==> src/rtl/keyexp_mem.sv <==
`default_nettype none
// +--------------------------------------------------------------------------+
// | keyexp_mem : on-chip AES-128/192/256 key expansion into a 128-bit        |
// |              round-key store with a registered, enable-gated read port.  |
// | Revision   : 1.0                                                         |
// +--------------------------------------------------------------------------+

module sbox (
   input  logic [7:0] a,
   output logic [7:0] y
);
   localparam logic [0:255][7:0] c_table = {
      128'h637c777bf26b6fc53001672bfed7ab76, 128'hca82c97dfa5947f0add4a2af9ca472c0,
      128'hb7fd9326363ff7cc34a5e5f171d83115, 128'h04c723c31896059a071280e2eb27b275,
      128'h09832c1a1b6e5aa0523bd6b329e32f84, 128'h53d100ed20fcb15b6acbbe394a4c58cf,
      128'hd0efaafb434d338545f9027f503c9fa8, 128'h51a3408f929d38f5bcb6da2110fff3d2,
      128'hcd0c13ec5f974417c4a77e3d645d1973, 128'h60814fdc222a908846eeb814de5e0bdb,
      128'he0323a0a4906245cc2d3ac629195e479, 128'he7c8376d8dd54ea96c56f4ea657aae08,
      128'hba78252e1ca6b4c6e8dd741f4bbd8b8a, 128'h703eb5664803f60e613557b986c11d9e,
      128'he1f8981169d98e949b1e87e9ce5528df, 128'h8ca1890dbfe6426841992d0fb054bb16
   };
   assign y = c_table[a];
endmodule

module keyexp_mem #(
   parameter int NK     = 4,
   parameter int ADDR_W = 4
) (
   input  logic              clock,
   input  logic              reset_n,
   input  logic              start,
   input  logic [255:0]      key_in,
   input  logic [ADDR_W-1:0] add,
   input  logic              en,
   output logic [127:0]      dout,
   output logic              busy,
   output logic              ready
);
   localparam int NR      = NK + 6;
   localparam int c_words = 4 * (NR + 1);
   localparam int c_idx_w = $clog2(c_words);

   if (!(NK == 4 || NK == 6 || NK == 8)) begin : g_bad_nk
      $error("keyexp_mem: NK must be 4, 6 or 8");
   end
   if ((2 ** ADDR_W) < (NR + 1)) begin : g_bad_addr
      $error("keyexp_mem: ADDR_W too narrow for NR+1 round keys");
   end
   if (NK < 8) begin : g_unused_key
      logic w_unused_key;
      assign w_unused_key = ^key_in[255:32*NK];
   end

   typedef enum logic [0:0] {S_IDLE = 1'b0, S_EXPAND = 1'b1} state_t;

   state_t               r_state;
   logic [31:0]          r_win [0:NK-1];
   logic [c_idx_w-1:0]   r_i;
   logic [2:0]           r_mod;
   logic [7:0]           r_rcon;
   logic [31:0]          r_mem [0:c_words-1];

   logic                 w_key_phase;
   logic [31:0]          w_prev;
   logic [31:0]          w_sub_in;
   logic [31:0]          w_sub;
   logic [31:0]          w_temp;
   logic [31:0]          w_new;
   logic [c_idx_w-1:0]   w_base;
   logic [127:0]         w_rd_row;

   // r_win always holds the last NK words, oldest in slot 0; during the key
   // phase it simply rotates, so slot 0 presents key word i.
   assign w_key_phase = (r_i < c_idx_w'(NK));
   assign w_prev      = r_win[NK-1];
   assign w_sub_in    = (r_mod == 3'd0) ? {w_prev[23:0], w_prev[31:24]} : w_prev;

   for (genvar b = 0; b < 4; b++) begin : g_sbox
      sbox u_sbox (.a(w_sub_in[8*b +: 8]), .y(w_sub[8*b +: 8]));
   end

   always_comb begin
      w_temp = w_prev;
      if (r_mod == 3'd0)
         w_temp = w_sub ^ {r_rcon, 24'h0};
      else if (NK == 8 && r_mod == 3'd4)
         w_temp = w_sub;
      w_new = w_key_phase ? r_win[0] : (r_win[0] ^ w_temp);
   end

   always_comb begin
      w_base   = c_idx_w'({add, 2'b00});
      w_rd_row = {r_mem[w_base], r_mem[w_base + c_idx_w'(1)],
                  r_mem[w_base + c_idx_w'(2)], r_mem[w_base + c_idx_w'(3)]};
   end

   // Store is deliberately not reset.
   always_ff @(posedge clock) begin
      if (r_state == S_EXPAND)
         r_mem[r_i] <= w_new;
   end

   always_ff @(posedge clock or negedge reset_n) begin
      if (!reset_n) begin
         r_state <= S_IDLE;
         r_i     <= '0;
         r_mod   <= '0;
         r_rcon  <= 8'h01;
         busy    <= 1'b0;
         ready   <= 1'b0;
         dout    <= '0;
         for (int j = 0; j < NK; j++) r_win[j] <= '0;
      end else begin
         if (en)
            dout <= (add > ADDR_W'(NR)) ? 128'h0 : w_rd_row;
         case (r_state)
            S_IDLE: begin
               if (start) begin
                  for (int j = 0; j < NK; j++) r_win[j] <= key_in[32*(NK-j)-1 -: 32];
                  r_i     <= '0;
                  r_mod   <= '0;
                  r_rcon  <= 8'h01;
                  busy    <= 1'b1;
                  ready   <= 1'b0;
                  r_state <= S_EXPAND;
               end
            end
            S_EXPAND: begin
               for (int j = 0; j < NK - 1; j++) r_win[j] <= r_win[j+1];
               r_win[NK-1] <= w_new;
               r_i   <= r_i + c_idx_w'(1);
               r_mod <= (r_mod == 3'(NK - 1)) ? 3'd0 : r_mod + 3'd1;
               if (!w_key_phase && r_mod == 3'd0)
                  r_rcon <= {r_rcon[6:0], 1'b0} ^ (r_rcon[7] ? 8'h1b : 8'h00);
               if (r_i == c_idx_w'(c_words - 1)) begin
                  busy    <= 1'b0;
                  ready   <= 1'b1;
                  r_state <= S_IDLE;
               end
            end
            default: r_state <= S_IDLE;
         endcase
      end
   end
endmodule

`default_nettype wire

==> config.mk <==
export PLATFORM = sky130hd
export DESIGN_NAME = keyexp_mem
export DESIGN_NICKNAME = d
export VERILOG_FILES = /design/src/rtl/keyexp_mem.sv
export SDC_FILE = /design/constraint.sdc
export NUM_CORES = 2
export LEC_CHECK = 0
export BUFFER_PORTS_ARGS = -buffer_cell sky130_fd_sc_hd__buf_2
export CAP_MARGIN = 20
export CORE_AREA = 5 5 386 388
export CTS_CLUSTER_DIAMETER = 30
export DETAILED_ROUTE_END_ITERATION = 10
export DIE_AREA = 0 0 391 393
export PLACE_DENSITY = 0.72
export SLEW_MARGIN = 20
export SYNTH_ARGS = -nofsm -noshare
export SYNTH_HDL_FRONTEND = slang
export SYNTH_HIERARCHICAL = 1
export SYNTH_SLANG_ARGS = --single-unit
==> constraint.sdc <==
create_clock -name clock -period 16.85 [get_ports clock]
set_input_delay 0.8425 -clock clock [delete_from_list [all_inputs] [get_ports clock]]
set_output_delay 0.8425 -clock clock [all_outputs]
set_load 0.03 [all_outputs]
### Word-level counts from Yosys, hierarchy flattened

Memories as Yosys holds them, arrays and structs flattened.
Index checks and enable logic that the tools add are counted.

* logic and storage cells: 79
* ROM bits: 8192
* output and inout port bits: 130
* flip-flop bits (word level): 276
* memories: 5
* input port bits: 264
* RAM bits: 1408

* reduce and logical (&&, ||, !) cells: 5
* add/subtract/negate cells: 5
* muxes and demuxes: 34
* magnitude comparators: 6
* equal/unequal tests: 5
* bitwise logic cells: 8

Memory list
* (name not given): depth 256, width 8, read ports 1, clocked after Yosys merged registers in 0, wr ports 0, line 22 `assign y = c_table[a];`
* (name not given): depth 256, width 8, read ports 1, clocked after Yosys merged registers in 0, wr ports 0, line 22
* (name not given): depth 256, width 8, read ports 1, clocked after Yosys merged registers in 0, wr ports 0, line 22
* (name not given): depth 256, width 8, read ports 1, clocked after Yosys merged registers in 0, wr ports 0, line 22
* r_mem: depth 44, width 32, read ports 4, clocked after Yosys merged registers in 0, wr ports 1, line 61 `logic [31:0] r_mem [0:c_words-1];`

Operators with widths (number)
* 128-bit 2-to-1 mux: 2
* 128-bit case mux with 2 select lines: 1
* 32-bit 2-to-1 mux: 3
* 8-bit 2-to-1 mux: 10
* 32-bit bitwise XOR: 2
* 9-bit greater-or-equal comparator (second input constant): 4
* 8-bit inverter with 9-bit output: 4
* 8-bit case mux with 2 select lines: 1
* 6-bit by 1-bit adder with 6-bit output (second input constant): 2
* 6-bit by 2-bit adder with 6-bit output (second input constant): 2
* 6-bit case mux with 2 select lines: 1
* 1-bit 2-to-1 mux: 8
* 8-bit by 5-bit bitwise XOR with 8-bit output: 1
* 6-bit equality test (second input constant): 1
* 6-bit by 3-bit < comparator with 1-bit output (second input constant): 1
* 3-bit 2-to-1 mux: 2
* 6-bit 2-to-1 mux: 1
* 1-bit case mux with 2 select lines: 3
* 3-bit case mux with 2 select lines: 1
* 5-bit 2-to-1 mux: 1
* 4-bit greater-than comparator (second input constant): 1
* 2-bit by 1-bit inequality test with 1-bit output (second input constant): 2
* 2-bit AND reduction: 2
* 3-bit by 1-bit adder with 3-bit output (second input constant): 1
* other kinds (6): 6

### Depth between registers and ports, before layout

* word-level depth: 11
* depth in mapped cells: 23
* depth with buffers taken out: 17

### By module

The synthesis kept the hierarchy.

By module, submodules not included
* keyexp_mem: times used 1, cells each 4268, area an instance 66383.7 um^2, seq. area each 49188.4 um^2
* sbox: times used 4, cells each 507, area an instance 3179.3 um^2, seq. area each 0.0 um^2

### Worst setup path before layout

OpenSTA, ideal clock, no wires.

* kind: reg-to-reg
* start: register r_mod[0]
* end: memory r_mem[0][27] (data pin)
* period minus slack after synthesis: 5.356 ns
* setup time: 0.307 ns
* cell stages (with the launch flop): 24
* data required time: 16.543 ns
* slack: 11.494 ns
* buffers on the path: 6
* arrival: 5.049 ns
* cells stage by stage: dfrtp_1 -> inv_1 -> ha_1 -> nor2b_1 -> buf_2 -> clkbuf_1 -> buf_1 -> nand2_1 -> nand2_1 -> buf_2 -> clkbuf_1 -> inv_1 -> ha_1 -> nand2b_1 -> buf_2 -> a21oi_1 -> a311o_1 -> a221oi_1 -> a211oi_1 -> a21oi_1 -> xor2_1 -> nor2_1 -> or4_1 -> nand2_1

* word-level cells in the longest chain between the ends: 10

Ends and longest elaborated chain
* start, declared: line 59 `logic [2:0] r_mod;`
* start signal, assigned: line 132 `r_mod <= (r_mod == 3'(NK - 1)) ? 3'd0 : r_mod + 3'd1;`
* 3-bit logical NOT: line 76 `assign w_sub_in = (r_mod == 3'd0) ? {w_prev[23:0], w_prev[31:24]} : w_prev;`
* 32-bit 2-to-1 mux: line 76
* via w_sub_in[25]: line 65 `logic [31:0] w_sub_in;`
* 8-bit inverter with 9-bit output (implied by the code): line 22
* memory read 256 x 8 bit
* 8-bit 2-to-1 mux (implied by the code) (2 in a row): line 22
* via w_sub[27]: line 66 `logic [31:0] w_sub;`
* 32-bit bitwise XOR: line 85 `w_temp = w_sub ^ {r_rcon, 24'h0};`
* 32-bit 2-to-1 mux: line 84 `if (r_mod == 3'd0)`
* 32-bit bitwise XOR: line 88 `w_new = w_key_phase ? r_win[0] : (r_win[0] ^ w_temp);`
* 32-bit 2-to-1 mux: line 88
* via w_new[27]: line 68 `logic [31:0] w_new;`
* end, declared: line 61

The timed path passes the listed nets, and every way through them passes these cells. The select of a mux whose other input is x is not followed.

### Final worst setup path

* start: register r_mod[0]
* end: memory r_mem[15][21] (data pin)

Same word-level chain as after synthesis.

==> impl_results.md <==
* Status: finished clean
* Synth Net Count at 6623
* CP most frequent cell: nand2_1
* Root Driver: clkbuf_16
* Crit. End Element: flip-flop
* GRT Total Usage at 33.07%
* Share of cells above drive strength 1 at 18.36%
* Setup tns final at 0 ps
* RSZ-0062 raised after global routing: false
* Die extent in y at 393 microns
* Setup Skew at 117.0 ps
* Cts repair resizes at 0
* DR WL/cell at 29.86 microns
* Worst path cell trace: inv_1, ha_1, nor2b_4, buf_4, buf_4, nand2_1, nand2_1, inv_1, ha_1, nand2b_1, nand2_1, mux4_2, o22a_1, o211ai_1, o21ai_1, mux2i_1, o21ai_0, nand2_2
* Placed Area at 81840 sq um
* Largest net degree at the start of global routing at 146
* Post-route design area at 93310 sq um
* Fin crit period at 7454 ps
* Highest Clock Rate at 134.2 MHz
* Antenna-violating nets left at 0
* Placer Congestion at 0.9658
* Deepest clock path buffer count at 4
* Cell taking the most area after synthesis: edfxtp_1
* Share of flip-flops with an asynchronous set or reset at 16.39%
* Slew @ Worst Pin at 1206 ps
* Post-synth EDFFs at 1408
* Initial Util at 54.54%
* Yosys cell types at 84
* Max-cap violations at 0
* Hold_buf cts at 1
* Ys flop type: edfxtp_1
* CTS tree: yes
* First-pass GRT wire length at 377.8 mm
* Vias per cell at 6.704
* Critical Path AT at 7940 ps
* Ys Warns at 6
* Cells after Synth at 6296
* Post-synth top cells: 1408 x edfxtp_1, 649 x mux2i_1, 467 x nor2_1, 385 x nand2_1, 275 x dfrtp_1
* GRT overflow at 0
* Die width at 391 microns
* Worst setup path class: reg -> reg
* I/O pin count at 394
* Antenna violations before repair at 19
* Worst path required time at 17340 ps
* Residual DRC at 0
* Clock latency on the worst-skew pair at 940 ps
* Area Overhead vs Synth at 17.96%
* Final Hold Vio Count at 0
* Synthesis-stage register bit count at 1684
* CP max-delay cell: ha_1
* Number of I/O port buffers at 265
* Die area at 153700 sq um
* Clock-pin slew on the worst setup and hold paths at 50 ps
* Top cells by area, synth: edfxtp_1 53%, dfrtp_1 8.7%, mux2i_1 8.2%
* Initial DRT Pass Iterations at 7
* Routed wire length at 259.4 mm
* Crit share post-route at 44.24%
* Setup violators final at 0
* Nets at 6828
* Share of the synthesized area in the top cell type at 53.45%
* Cts bufs inserted at 334
* Max incr delay on CP at 840 ps
* Slew margin rel. at 19.63%
* Register area share after synthesis at 62.18%
* Number of rows in the core area at 140
* Crit start category: flip-flop
* 1st-iter DRT viols at 8217
* Vias in the first global route at 58.07k
* Post-CTS setup buffer count at 0
* Top-count cell post-synth: edfxtp_1
* H-tree Lvls at 5
* Hold crit path type: in -> reg
* Hpwl dp at 142.1 mm
* CTS sink cnt at 1684
* Pre-CTS setup slack at 9394 ps
* Worst setup margin at 9396 ps
* Core area at 145000 sq um
* Vias at 58.24k
* Max Slew Vio Count at 0
* Maximum fanout along the worst path at 44
* Synthesized cell area at 79100 sq um
* Post-Route Utilization at 64.33%
* Mean Syn Cell Area at 12.56 sq um
==> worst max-delay path: cells and delay by family (launching register included) <==
family                     cells  cell delay, ps
buffers and inverters          4            1390
DFF                            1             390
and+or+nand+nor                6            2610
AOI/OAI and AO/OA              4             710
muxes                          2             870
adders and majority gates      2            1020
==> cells in the final DEF (no fill, tap or decap), types with 67 or more instances in the layout <==
cell       count
a211oi_1      96
a31oi_1       81
nand2_1      338
o221ai_1     135
nor4_1       152
buf_2        260
buf_4        120
nor2b_1       84
nand2b_1      67
a21oi_1      177
nand3_1      120
o22ai_1      272
o21ai_1       84
edfxtp_1    1408
mux2i_1      649
inv_1        174
o21ai_0      251
nor3_1        80
dfrtp_1      274
clkbuf_16    340
mux2_2       136
nor2_1       426
==> area by class of cell <==
cell class,count,area [sq um]
diodes,9,22.52
well taps,1917,2399
clock buffers,408,9024
flip-flops and latches,1684,49190
fillers,10390,51730
clock inverters,187,2349
inverters,182,683.2
multi-input cells,3909,27280
repair buffers,390,2359
==> flip-flops by register name, summed over array words and instances (netlist names) <==
name,flops
r_win,96
r_state,1
r_rcon,8
dout,128
w_prev,32
r_mem,1408
busy,1
ready,1
r_mod,3
r_i,6
==> cell families (layout without fill, tap and decap cells) <==
logic type,count (synthesis),after routing,synth area share (%)
compound gates,1485,1485,12.70
xor+xnor,17,17,0.1882
fa+ha+maj,63,63,0.9965
buf+inv,703,1167,4.019
flops,1684,1684,62.18
mux,797,797,10.45
other cells,0,9,0
simple gates,1547,1547,9.470
==> final timing paths <==
path	start	end	slack, ps	depth (start not counted)
min reg2reg	r_win[63]$_DFFE_PN0P_	r_win[95]$_DFFE_PN0P_	470	2
max reg2reg	r_mod[0]$_DFFE_PN0P_	r_mem[15][21]$_DFFE_PP_	9400	18
min in group asynchronous	reset_n	dout[118]$_DFFE_PN0P_	500	2
max	r_mod[0]$_DFFE_PN0P_	r_mem[15][21]$_DFFE_PP_	9400	18
min	key_in[92]	r_win[92]$_DFFE_PN0P_	260	3
max in group asynchronous	reset_n	r_state$_DFF_PN0_	14320	4
==> per-stage QoR <==
step / hold WS, ps / cells
5_1_grt: 246.7 / 8679
6_report: 255.7 / 8686
2_1_floorplan: 449.2 / 6296
3_5_place_dp: 461.6 / 8080
4_1_cts: 201.4 / 8676
3_3_place_gp: 459.5 / 8080
==> layer usage <==
metal | vias up | GRT usage, % | routed length, microns
met5 | - | 0 | 43
met4 | 6 | 16.39 | 13680
met3 | 702 | 7.761 | 27330
met2 | 3751 | 51.27 | 118600
met1 | 28960 | 44.25 | 99710
li1 | 24820 | - | -
Power is left out: the tool's default activity adds up to more than one toggle a clock period on the data nets, which glitch-free logic cannot reach.
